### src/rtl/inst_fetch_buffer.sv
// Instruction fetch front end: credit-limited requests to a fixed-latency
// instruction memory, a small response FIFO, and a valid/ready decode port.
module inst_fetch_buffer #(
  parameter int          DEPTH    = 4,
  parameter int          LAT      = 2,
  parameter logic [11:0] RESET_PC = 12'h000
) (
  input  logic        clk,
  input  logic        rst_n,
  input  logic        fetch_en,
  input  logic        redirect,
  input  logic [11:0] redirect_pc,
  output logic        inst_req,
  output logic [11:0] inst_addr,
  input  logic [31:0] inst_rdata,
  output logic        dec_valid,
  output logic [31:0] dec_inst,
  output logic [11:0] dec_pc,
  input  logic        dec_ready
);

  localparam int PW = (DEPTH > 1) ? $clog2(DEPTH) : 1;
  localparam int CW = $clog2(DEPTH + LAT + 1);

  logic [11:0]   pc_reg;
  logic [LAT-1:0] pipe_valid_reg;
  logic [11:0]   pipe_pc_reg [LAT];
  logic [43:0]   fifo_mem_reg [DEPTH];
  logic [PW-1:0] rd_ptr_reg;
  logic [PW-1:0] wr_ptr_reg;
  logic [CW-1:0] fifo_cnt_reg;
  logic [CW-1:0] inflight_cnt;
  logic          issue;
  logic          push;
  logic          pop;

  function automatic logic [PW-1:0] ptr_inc(input logic [PW-1:0] p);
    return (p == PW'(DEPTH - 1)) ? '0 : p + PW'(1);
  endfunction

  always_comb begin
    inflight_cnt = '0;
    for (int i = 0; i < LAT; i++) begin
      inflight_cnt = inflight_cnt + CW'(pipe_valid_reg[i]);
    end
  end

  // A redirect flushes every outstanding slot, so its request never waits for credit.
  assign issue     = rst_n & fetch_en &
                     (redirect | ((inflight_cnt + fifo_cnt_reg) < CW'(DEPTH)));
  assign inst_req  = issue;
  assign inst_addr = redirect ? redirect_pc : pc_reg;

  assign dec_valid          = (fifo_cnt_reg != '0) & ~redirect;
  assign {dec_pc, dec_inst} = fifo_mem_reg[rd_ptr_reg];

  assign push = pipe_valid_reg[LAT-1] & ~redirect;
  assign pop  = dec_valid & dec_ready;

  always_ff @(posedge clk or negedge rst_n) begin
    if (!rst_n) begin
      pc_reg <= RESET_PC;
    end else if (redirect) begin
      pc_reg <= redirect_pc + 12'(issue);
    end else if (issue) begin
      pc_reg <= pc_reg + 12'd1;
    end
  end

  always_ff @(posedge clk or negedge rst_n) begin
    if (!rst_n) begin
      for (int i = 0; i < LAT; i++) begin
        pipe_valid_reg[i] <= 1'b0;
        pipe_pc_reg[i]    <= '0;
      end
    end else begin
      pipe_valid_reg[0] <= issue;
      pipe_pc_reg[0]    <= inst_addr;
      for (int i = 1; i < LAT; i++) begin
        pipe_valid_reg[i] <= pipe_valid_reg[i-1] & ~redirect;
        pipe_pc_reg[i]    <= pipe_pc_reg[i-1];
      end
    end
  end

  // Entries are cleared on reset so dec_inst/dec_pc read as zero afterwards.
  always_ff @(posedge clk or negedge rst_n) begin
    if (!rst_n) begin
      for (int i = 0; i < DEPTH; i++) begin
        fifo_mem_reg[i] <= '0;
      end
      rd_ptr_reg   <= '0;
      wr_ptr_reg   <= '0;
      fifo_cnt_reg <= '0;
    end else if (redirect) begin
      rd_ptr_reg   <= '0;
      wr_ptr_reg   <= '0;
      fifo_cnt_reg <= '0;
    end else begin
      if (push) begin
        fifo_mem_reg[wr_ptr_reg] <= {pipe_pc_reg[LAT-1], inst_rdata};
        wr_ptr_reg               <= ptr_inc(wr_ptr_reg);
      end
      if (pop) begin
        rd_ptr_reg <= ptr_inc(rd_ptr_reg);
      end
      if (push && !pop) begin
        fifo_cnt_reg <= fifo_cnt_reg + CW'(1);
      end else if (pop && !push) begin
        fifo_cnt_reg <= fifo_cnt_reg - CW'(1);
      end
    end
  end

endmodule

### config.mk
export PLATFORM = sky130hd
export DESIGN_NAME = inst_fetch_buffer
export DESIGN_NICKNAME = d
export VERILOG_FILES = /design/src/rtl/inst_fetch_buffer.sv
export SDC_FILE = /design/constraint.sdc
export NUM_CORES = 1
export LEC_CHECK = 0
export ABC_AREA = 0
export BUFFER_PORTS_ARGS = -buffer_cell sky130_fd_sc_hd__buf_2
export CAP_MARGIN = 20
export CORE_MARGIN = 5
export CORE_UTILIZATION = 30
export DETAILED_ROUTE_END_ITERATION = 8
export GPL_ROUTABILITY_DRIVEN = 1
export GPL_TIMING_DRIVEN = 1
export PLACE_DENSITY_LB_ADDON = 0.12
export SETUP_SLACK_MARGIN = 0.3
export SLEW_MARGIN = 20
export SYNTH_ARGS = -nofsm -noshare
export SYNTH_HDL_FRONTEND = slang
export SYNTH_SLANG_ARGS = --single-unit
### constraint.sdc
create_clock -name clk -period 3.6 [get_ports clk]
set_clock_uncertainty 0.15 [all_clocks]
set_input_delay 0.36 -clock clk [delete_from_list [all_inputs] [get_ports clk]]
set_output_delay 0.36 -clock clk [all_outputs]
set_load 0.005 [all_outputs]
==> impl_metrics.env, run 1 <==
export IMPL_worst_ep_required_time_ns=3.85
export IMPL_grt_pass1_vias=6933
export IMPL_clock_sinks=221
export IMPL_hpwl_mm=15.7
export IMPL_cp_cell_sequence="ha_1 > a21o_1 > a22o_1 > a21oi_2 > ha_1 > nand4_1 > nor3_1 > xor2_1 > a221o_1"
export IMPL_vias=6060
export IMPL_drive_gt1_frac=0.491
export IMPL_drv_slew=0
export IMPL_worstSetupPathType="reg -> reg"
export IMPL_worst_pin_slew_ns=0.767
export IMPL_drv_cap=0
export IMPL_cts_reportedPaths_clkPinSlew_ns=0.06
export IMPL_ios=107
export IMPL_powerDensity_mw_per_mm2=551
export IMPL_antenna_found_initial=0
export IMPL_cts_max_level=1
export IMPL_max_freq_ghz=0.328
export IMPL_slew_headroom=0.489
export IMPL_grt_remaining_overflow=0
export IMPL_worst_setup_path_end_kind="flip-flop"
export IMPL_num_rows=66
export IMPL_die_h_microns=191
export IMPL_grt_total_usage=0.134
export IMPL_slowest_delay_ns=0.40
export IMPL_placed_area_sq_mm=0.0109
export IMPL_grt_max_degree=79
export IMPL_crit_path_max_fanout=13
export IMPL_grt_pass1_wl_mm=38.8
export IMPL_ys_warn_count=0
export IMPL_post_route_cell_area_sq_mm=0.0121
export IMPL_ys_async_sr_fraction=1.00
export IMPL_wl_per_cell_microns=19.2
export IMPL_ant_nets=0
export IMPL_fin_crit_ns=3.05
export IMPL_largest_register_ffs=176
export IMPL_post_cts_buffers=0
export IMPL_fin_hold_ws_ns=0.0387
export IMPL_drtIter0Drc=136
export IMPL_n_antenna_cell=0
export IMPL_initial_core_util=0.303
export IMPL_place_inst=1174
export IMPL_power_w=0.00668
export IMPL_fillers=3098
export IMPL_peakVddDrop_mv=0.321
export IMPL_finalCritPeriodShare=0.847
export IMPL_die_area_sq_mm=0.0364
export IMPL_synth_top_area_frac=0.564
export IMPL_cts_path_max_buffers=3
export IMPL_final_nets=852
export IMPL_final_cells=1251
export IMPL_startpoint_type="flip-flop"
export IMPL_cts_tree="built"
export IMPL_syn_nets=704
export IMPL_setup_tns_ns=0
export IMPL_synth_edf_count=0
export IMPL_power_leakage_nw=5.63
export IMPL_status="finished, final reports clean"
export IMPL_syn_inst=646
export IMPL_viasPerCell=4.84
export IMPL_cp_arrival_ns=3.29
export IMPL_hold_viol_final=0
export IMPL_finalSetupViolations=0
export IMPL_path_common_cell="ha_1"
export IMPL_ys_seq_area_frac=0.564
export IMPL_synth_area_leaders="dfrtp_1 56%, mux2_2 21%, mux4_2 10%, buf_2 1.1%, ha_1 1.0%"
export IMPL_syn_area_per_cell_sq_um=15.2
export IMPL_hold_path_class="in -> reg"
export IMPL_synth_cell_types=51
export IMPL_cts_buffers=26
export IMPL_first_pass_iters=6
export IMPL_gp_congestion=0.776
export IMPL_yosysMostFrequentCell="dfrtp_1"
export IMPL_clockRootBuffer="clkbuf_16"
export IMPL_yosysTopAreaCell="dfrtp_1"
export IMPL_drc=0
export IMPL_synth_area_sq_mm=0.00981
export IMPL_synth_seq_cells=221
export IMPL_synth_ff_type="dfrtp_1"
export IMPL_area_growth_pct=23.8
export IMPL_clock_latency_ns=0.52
export IMPL_wirelength_mm=24.0
export IMPL_core_sq_mm=0.0324
export IMPL_seq_area_sq_mm=0.00554
export IMPL_ys_top_cells_by_count="221 x dfrtp_1, 186 x mux2_2, 44 x mux4_2"
export IMPL_die_w_microns=191
export IMPL_rsz0062_at_grt="no"
export IMPL_crit_slowest_cell="dfrtp_1"
export IMPL_multi_input_area_sq_mm=0.00410
export IMPL_portBuffers=106
where the power goes:
part	internal [W]	switching, W
logic	0.000624	0.000471
registers	0.00277	0.000170
clock network	0.00167	0.000976
total	0.00507	0.00162
worst max-delay path, delay by kind of cell (launching register included):
| kind | cells | cell delay (ns) |
|---|---|---|
| simple gates | 2 | 0.57 |
| compound gates | 4 | 1.18 |
| xor+xnor | 1 | 0.09 |
| flops | 1 | 0.40 |
| fa+ha+maj | 2 | 0.53 |
final timing paths:
| kind | startpoint | to | slack, ns | cells after the start |
|---|---|---|---|---|
| max | fifo_cnt_reg[0]$_DFFE_PN0P_ | pc_reg[9]$_DFFE_PN0P_ | 0.55 | 9 |
| min | redirect_pc[10] | pipe_pc_reg[22]$_DFF_PN0_ | 0.04 | 2 |
| max reg2reg | fifo_cnt_reg[0]$_DFFE_PN0P_ | pc_reg[9]$_DFFE_PN0P_ | 0.55 | 9 |
| min reg2reg | pipe_pc_reg[22]$_DFF_PN0_ | pipe_pc_reg[10]$_DFF_PN0_ | 0.20 | 0 |
| max in group asynchronous | rst_n | fifo_mem_reg[165]$_DFFE_PN0P_ | 1.40 | 4 |
| min in group asynchronous | rst_n | pipe_pc_reg[3]$_DFF_PN0_ | 0.15 | 2 |
placed cells by master, fill, tap and decap left out, types with 11 or more instances in the layout:
cell type / synthesis / routed
buf_2: 22 / 105
clkbuf_16: 0 / 27
dfrtp_1: 221 / 219
dlygate4sd3_1: 0 / 34
mux2_2: 186 / 186
mux4_2: 44 / 44
nand2_1: 20 / 16
nand3_1: 11 / 11
nor2_1: 11 / 11
nor3_1: 11 / 11
timing repair:
item,4_1_cts,5_1_grt
setup endpoints to repair,0,5
resized for setup,0,1
hold buffers,34,0
endpoints found under the hold margin,156,0
per-stage QoR:
step / util / setup WS [ns]
6_report: 0.375 / 0.552
5_1_grt: 0.375 / 0.302
4_1_cts: 0.375 / 0.463
3_5_place_dp: 0.338 / 0.490
3_3_place_gp: 0.338 / 0.538
2_1_floorplan: - / 0.727
area by class of cell:
class	instances	share of cell area
Clock buffer	39	0.0635
Inverter	9	0.00278
Timing Repair Buffer	154	0.0867
Sequential cell	221	0.456
Clock inverter	4	0.00783
Multi-Input combinational cell	382	0.338
Tap cell	442	0.0456
layer usage:
metal / share of wire / vias up / GRT usage
li1: - / 2708 / -
met3: 0.045 / 33 / 0.0234
met5: 0 / - / 0
met2: 0.51 / 111 / 0.237
met4: 0.018 / 0 / 0.0320
met1: 0.43 / 3208 / 0.172
cell families (layout without fill, tap and decap cells):
kind of cell,count (synthesis),in the layout,synth area share
muxes,234,234,0.319
DFF,221,221,0.564
and+or+nand+nor,89,89,0.0472
buffers and inverters,43,206,0.0196
AOI/OAI and AO/OA,42,42,0.0314
adders and majority gates,9,9,0.0122
xor gates and xnor gates,8,8,0.00714
Note: power is estimated with default switching activity, not from simulation.
==> run 2, diff against run 1 <==
- ABC_AREA: 0 -> 1
- clock period: 3.6 -> 2.86 ns (I/O delays scaled with it)
==> run 2 against run 1 <==
Against the previous run:
- via count increased by 34%
- combinational power rose by 110%
- largest power group unchanged
- count of clock-buffer cells in the layout rose by 1
- setup slack worse by 0.11 ns
- critical endpoint is now dec_pc[2]
- worst hold slack improved by 0.0079 ns
==> impl_metrics.env, run 2 <==
export IMPL_final_cell_mix="276 x nand2_1, 220 x dfrtp_1, 206 x o21ai_0"
export IMPL_routed_top_layer="met4"
export IMPL_hold_path_class="in -> reg"
export IMPL_portBuffers=106
export IMPL_final_common_cell="nand2_1"
export IMPL_cp_arrival_ns=1.98
export IMPL_ys_seq_area_frac=0.552
export IMPL_first_pass_iters=7
export IMPL_fillers=3467
export IMPL_startpoint_type="flip-flop"
export IMPL_clock_latency_ns=0.52
export IMPL_peakVddDrop_mv=0.388
export IMPL_synth_edf_count=0
export IMPL_wl_per_cell_microns=15.5
export IMPL_vias=8127
export IMPL_synth_ff_type="dfrtp_1"
export IMPL_viasPerCell=4.63
export IMPL_grt_max_degree=132
export IMPL_met3_length_mm=1.26
export IMPL_yosysTopAreaCell="dfrtp_1"
export IMPL_cts_reportedPaths_clkPinSlew_ns=0.06
export IMPL_synth_top_area_frac=0.552
export IMPL_grt_total_usage=0.148
export IMPL_grt_pass1_vias=8161
export IMPL_gp_congestion=0.766
export IMPL_synth_cell_types=28
export IMPL_die_w_microns=193
export IMPL_setup_tns_ns=0
export IMPL_die_area_sq_mm=0.0371
export IMPL_hold_viol_final=0
export IMPL_cts_max_level=1
export IMPL_yosysMostFrequentCell="nand2_1"
export IMPL_max_freq_ghz=0.414
export IMPL_grt_pass1_wl_mm=44.7
export IMPL_die_h_microns=193
export IMPL_status="finished, final reports clean"
export IMPL_finalSetupViolations=0
export IMPL_worst_ep_required_time_ns=2.42
export IMPL_worst_setup_path_end_kind="primary output"
export IMPL_syn_inst=1169
export IMPL_hpwl_mm=16.0
export IMPL_ant_nets=0
export IMPL_num_rows=67
export IMPL_drv_cap=0
export IMPL_slew_headroom=0.355
export IMPL_powerDensity_mw_per_mm2=767
export IMPL_final_nets=1351
export IMPL_syn_nets=1227
export IMPL_core_sq_mm=0.0333
export IMPL_ys_warn_count=0
export IMPL_wl_met2_mm=12.4
export IMPL_finalCritPeriodShare=0.845
export IMPL_syn_area_per_cell_sq_um=8.57
export IMPL_area_growth_pct=22.0
export IMPL_synth_area_sq_mm=0.0100
export IMPL_grt_remaining_overflow=0
export IMPL_clockRootBuffer="clkbuf_16"
export IMPL_power_w=0.00938
export IMPL_crit_path_max_fanout=38
export IMPL_rsz0062_at_grt="no"
export IMPL_largest_register_ffs=176
export IMPL_ys_async_sr_fraction=1.00
export IMPL_ios=107
export IMPL_worst_pin_slew_ns=0.967
export IMPL_synth_seq_cells=221
export IMPL_drive_gt1_frac=0.156
export IMPL_wirelength_mm=27.2
export IMPL_routedLengthMet1_mm=12.9
export IMPL_cts_tree="built"
export IMPL_clock_sinks=221
export IMPL_n_antenna_cell=0
export IMPL_drc=0
export IMPL_post_cts_buffers=0
export IMPL_fin_crit_ns=2.42
export IMPL_power_leakage_nw=5.94
export IMPL_antenna_found_initial=0
export IMPL_drtIter0Drc=372
export IMPL_ys_top_cells_by_count="277 x nand2_1, 221 x dfrtp_1, 206 x o21ai_0"
export IMPL_synth_area_leaders="dfrtp_1 55%, nand2_1 10%, o21ai_0 10%, nor2_1 4.2%, o21ai_1 3.2%"
export IMPL_cts_buffers=27
export IMPL_worstSetupPathType="reg -> out"
export IMPL_initial_core_util=0.301
export IMPL_drv_slew=0
export IMPL_cts_path_max_buffers=3
run 2: cell types whose count changed in the layout (fill, tap and decap cells not counted), sizes merged, moves of 7 or more:
| cell | before | now |
|---|---|---|
| dlygate4sd3 | 34 | 42 |
| inv | 9 | 83 |
| mux2 | 186 | 0 |
| mux4 | 44 | 0 |
| nand2 | 20 | 283 |
| nand3 | 12 | 36 |
| nor2 | 11 | 113 |
| nor2b | 7 | 0 |
| nor3 | 11 | 1 |
| o21ai | 8 | 292 |
| o22ai | 0 | 45 |
run 2: power breakdown:
| group | switching, W | total, W | internal [W] |
|---|---|---|---|
| logic | 0.00137 | 0.00228 | 0.000908 |
| clock network | 0.00129 | 0.00330 | 0.00201 |
| registers | 0.000238 | 0.00379 | 0.00356 |
| total | 0.00290 | 0.00938 | 0.00648 |
run 2: kinds of logic after synthesis:
| kind of cell | after synthesis | synth area share |
|---|---|---|
| simple gates | 440 | 0.176 |
| compound gates | 343 | 0.187 |
| flops | 221 | 0.552 |
| buf+inv | 153 | 0.0706 |
| fa+ha+maj | 9 | 0.0120 |
| xor+xnor | 3 | 0.00262 |
run 2: area by class of cell:
cell class,instances,area [sq um],share of cell area
clock buffer,40,805,0.0658
tap,448,561,0.0459
timing repair buffer,166,1160,0.0951
sequential,221,5530,0.453
inverter,82,310,0.0254
clock inverter,5,56.3,0.00461
multi-input combinational,795,3790,0.311
run 2: final timing paths:
check	startpoint	cells past startpoint	slack, ns	end
max	rd_ptr_reg[0]$_DFFE_PN0P_	5	0.44	dec_pc[2]
min	redirect_pc[3]	3	0.05	pipe_pc_reg[15]$_DFF_PN0_
max reg2reg	fifo_cnt_reg[0]$_DFFE_PN0P_	17	0.54	pc_reg[8]$_DFFE_PN0P_
min reg2reg	pipe_pc_reg[23]$_DFF_PN0_	0	0.20	pipe_pc_reg[11]$_DFF_PN0_
max in group asynchronous	rst_n	4	1.12	fifo_mem_reg[6]$_DFFE_PN0P_
min in group asynchronous	rst_n	3	0.25	pc_reg[0]$_DFFE_PN0P_
run 2: what timing repair did:
| item | CTS | global route |
|---|---|---|
| pin swaps | 0 | 2 |
| endpoints found under the setup margin | 2 | 8 |
| resized for setup | 2 | 7 |
| endpoints found under the hold margin | 170 | 0 |
| hold buffers | 42 | 0 |
run 2: metrics by stage:
step                std cells  hold slack (ns)  utilization  setup WS [ns]  area, sq um
finish                   1757           0.0466        0.367          0.442        12200
global route             1757           0.0503        0.367          0.294        12200
CTS                      1757          0.00906        0.367          0.350        12200
detailed placement       1670            0.185        0.328          0.358        10900
global placement         1670            0.184        0.328          0.413        10900
floorplan                1169           -0.160            -          0.522        10000
run 2: worst max-delay path: stages (launching register included):
cell and delay [ns]:
dfrtp_2 0.44, inv_4 0.20, buf_12 0.25, o21ai_0 0.11, o22ai_1 0.26, buf_2 0.18
run 2: metal layers:
layer | vias up | track usage
met5 | - | 0
li1 | 4104 | -
met1 | 3839 | 0.208
met3 | 42 | 0.0250
met2 | 142 | 0.240
met4 | 0 | 0.0340
==> run 3, diff against run 2 <==
- clock period: 2.86 -> 2.5 ns (I/O delays scaled with it)
==> run 3 against run 2 <==
Against the previous run:
- count of clock-buffer cells in the layout is 1 higher
- critical path depth is 1 higher
- non-clock buffer count is 49 higher
- first-iteration DRC count is 23% higher
- global-route usage is 0.76 points higher
- cell area is 11% higher
- sequential share of layout area is 4.4 points lower
- core utilization is 4.0 points higher
- largest cell class unchanged
==> impl_metrics.env, run 3 (synthesis gave the netlist of run 2 again) <==
export IMPL_hold_viol_final=0
export IMPL_gp_congestion=0.787
export IMPL_grt_remaining_overflow=0
export IMPL_num_rows=67
export IMPL_fin_crit_ns=2.25
export IMPL_cts_buffers=27
export IMPL_setup_tns_ns=0
export IMPL_fin_util=0.407
export IMPL_drive_gt1_frac=0.237
export IMPL_multi_input_area_sq_mm=0.00425
export IMPL_crit_start="rd_ptr_reg[0]$_DFFE_PN0P_"
export IMPL_die_w_microns=193
export IMPL_largest_register_ffs=176
export IMPL_final_cell_mix="274 x nand2_1, 219 x dfrtp_1, 158 x o21ai_0"
export IMPL_hold_path_class="in -> reg"
export IMPL_first_pass_iters=5
export IMPL_cp_arrival_ns=1.85
export IMPL_seq_area_sq_mm=0.00553
export IMPL_powerDensity_mw_per_mm2=893
export IMPL_hpwl_mm=16.9
export IMPL_r2r_start="fifo_cnt_reg[0]$_DFFE_PN0P_"
export IMPL_peakVddDrop_mv=0.522
export IMPL_final_nets=1400
export IMPL_place_ws_ns=0.236
export IMPL_crit_path_max_fanout=8
export IMPL_ant_nets=0
export IMPL_portBuffers=106
export IMPL_drv_cap=0
export IMPL_crit_slowest_cell="dfrtp_2"
export IMPL_antenna_found_initial=0
export IMPL_cp_cell_sequence="buf_6 > buf_12 > clkbuf_16 > nor2_1 > o22ai_1 > buf_2"
export IMPL_finalSetupViolations=0
export IMPL_cp_buffers_inverters=4
export IMPL_vias=8494
export IMPL_slowest_delay_ns=0.47
export IMPL_combPwrFrac=0.320
export IMPL_drtIter0Drc=457
export IMPL_ios=107
export IMPL_status="finished, final reports clean"
export IMPL_min_from="redirect_pc[2]"
export IMPL_max_freq_ghz=0.445
export IMPL_n_antenna_cell=0
export IMPL_clock_sinks=221
export IMPL_cts_max_level=1
export IMPL_worst_pin_slew_ns=0.737
export IMPL_startpoint_type="flip-flop"
export IMPL_fillers=3396
export IMPL_power_leakage_nw=6.49
export IMPL_intPower_w=0.00822
export IMPL_seqPwrFrac=0.365
export IMPL_clockRootBuffer="clkbuf_16"
export IMPL_post_route_cell_area_sq_mm=0.0136
export IMPL_pwr_share_clk=0.315
export IMPL_core_sq_mm=0.0333
export IMPL_cts_tree="built"
export IMPL_cts_path_max_buffers=3
export IMPL_viasPerCell=4.71
export IMPL_initial_core_util=0.301
export IMPL_die_area_sq_mm=0.0371
export IMPL_grt_pass1_vias=8399
export IMPL_worstSetupPathType="reg -> out"
export IMPL_rsz0062_at_grt="yes"
export IMPL_finalWorstSetupSlack_ns=0.255
export IMPL_finalCritPeriodShare=0.898
export IMPL_slew_headroom=0.508
export IMPL_final_common_cell="nand2_1"
export IMPL_grt_total_usage=0.156
export IMPL_area_growth_pct=35.3
export IMPL_power_w=0.0121
export IMPL_cts_reportedPaths_clkPinSlew_ns=0.05
export IMPL_p_sw_w=0.00389
export IMPL_grt_pass1_wl_mm=46.5
export IMPL_worst_ep_required_time_ns=2.10
export IMPL_drv_slew=0
export IMPL_wl_per_cell_microns=17.3
export IMPL_drc=0
export IMPL_die_h_microns=193
export IMPL_worst_setup_path_end_kind="primary output"
export IMPL_wirelength_mm=31.2
export IMPL_clock_latency_ns=0.52
export IMPL_swShare=0.321
export IMPL_cpLargestDelayFamily="buffers and inverters"
export IMPL_placed_area_sq_mm=0.0110
export IMPL_grt_max_degree=121
run 3: changes by cell type in the layout (fill, tap and decap cells not counted), moves of 9 or more:
cell,before,now
nor2_4,2,24
o22ai_1,45,21
o21ai_1,64,94
nor2_1,109,79
o22ai_2,0,24
o21ai_0,206,158
buf_12,5,16
o21ai_2,22,39
clkbuf_16,27,40
buf_4,12,21
run 3: what timing repair did:
| item | in CTS | in global routing |
|---|---|---|
| hold buffers | 48 | 0 |
| buffers inserted | 7 | 11 |
| setup endpoints to repair | 42 | 51 |
| resized for setup | 26 | 162 |
| pin swaps | 16 | 64 |
| gates cloned | 4 | 15 |
| endpoints found under the hold margin | 167 | 0 |
run 3: per-stage QoR:
step           hold slack (ns)  std cells
4_1_cts                 0.0120       1779
5_1_grt                 0.0414       1805
6_report                0.0314       1805
2_1_floorplan           -0.196       1169
3_3_place_gp             0.155       1676
3_5_place_dp             0.159       1676
run 3: power groups by stage:
stage	clock (W)	combinational [W]	sequential (W)
after floorplan	0	0.00155	0.00432
final	0.00381	0.00388	0.00441
after detailed placement	0	0.00263	0.00439
after global placement	0	0.00262	0.00439
after CTS	0.00396	0.00302	0.00434
after global routing	0.00409	0.00426	0.00448
run 3: worst register-to-register path: stages (launching register included):
cell and delay, ns:
dfrtp_1 0.39, ha_1 0.27, nand2_1 0.04, nand2_1 0.07, nand2_1 0.05, nand2_1 0.07, nand3_2 0.06, nand2_2 0.10
inv_4 0.05, ha_4 0.16, ha_4 0.16, nand2_4 0.09, nor2_4 0.06, xor2_1 0.15, nand2_1 0.06, nand2_1 0.05
nand2_1 0.06, nand2_1 0.05
run 3: routing by layer:
layer | global-route usage | vias up | share of wire
met1 | 0.224 | 4088 | 0.49
met4 | 0.0354 | 0 | 0.017
met5 | 0 | - | 0
li1 | - | 4224 | -
met2 | 0.249 | 147 | 0.46
met3 | 0.0235 | 35 | 0.039
run 3: final timing paths:
kind,cells past startpoint,end,slack (ns)
max,6,dec_inst[17],0.25
min,3,pipe_pc_reg[14]$_DFF_PN0_,0.03
max reg2reg,17,pc_reg[6]$_DFFE_PN0P_,0.28
min reg2reg,0,pipe_pc_reg[6]$_DFF_PN0_,0.19
max in group asynchronous,4,fifo_mem_reg[51]$_DFFE_PN0P_,0.97
min in group asynchronous,3,fifo_mem_reg[173]$_DFFE_PN0P_,0.19
run 3: area by class of cell:
class	count	area share
Clock buffer	41	0.0582
Sequential cell	221	0.408
Inverter	82	0.0238
Clock inverter	3	0.00480
Multi-Input combinational cell	795	0.313
Tap cell	448	0.0414
Timing Repair Buffer	215	0.150
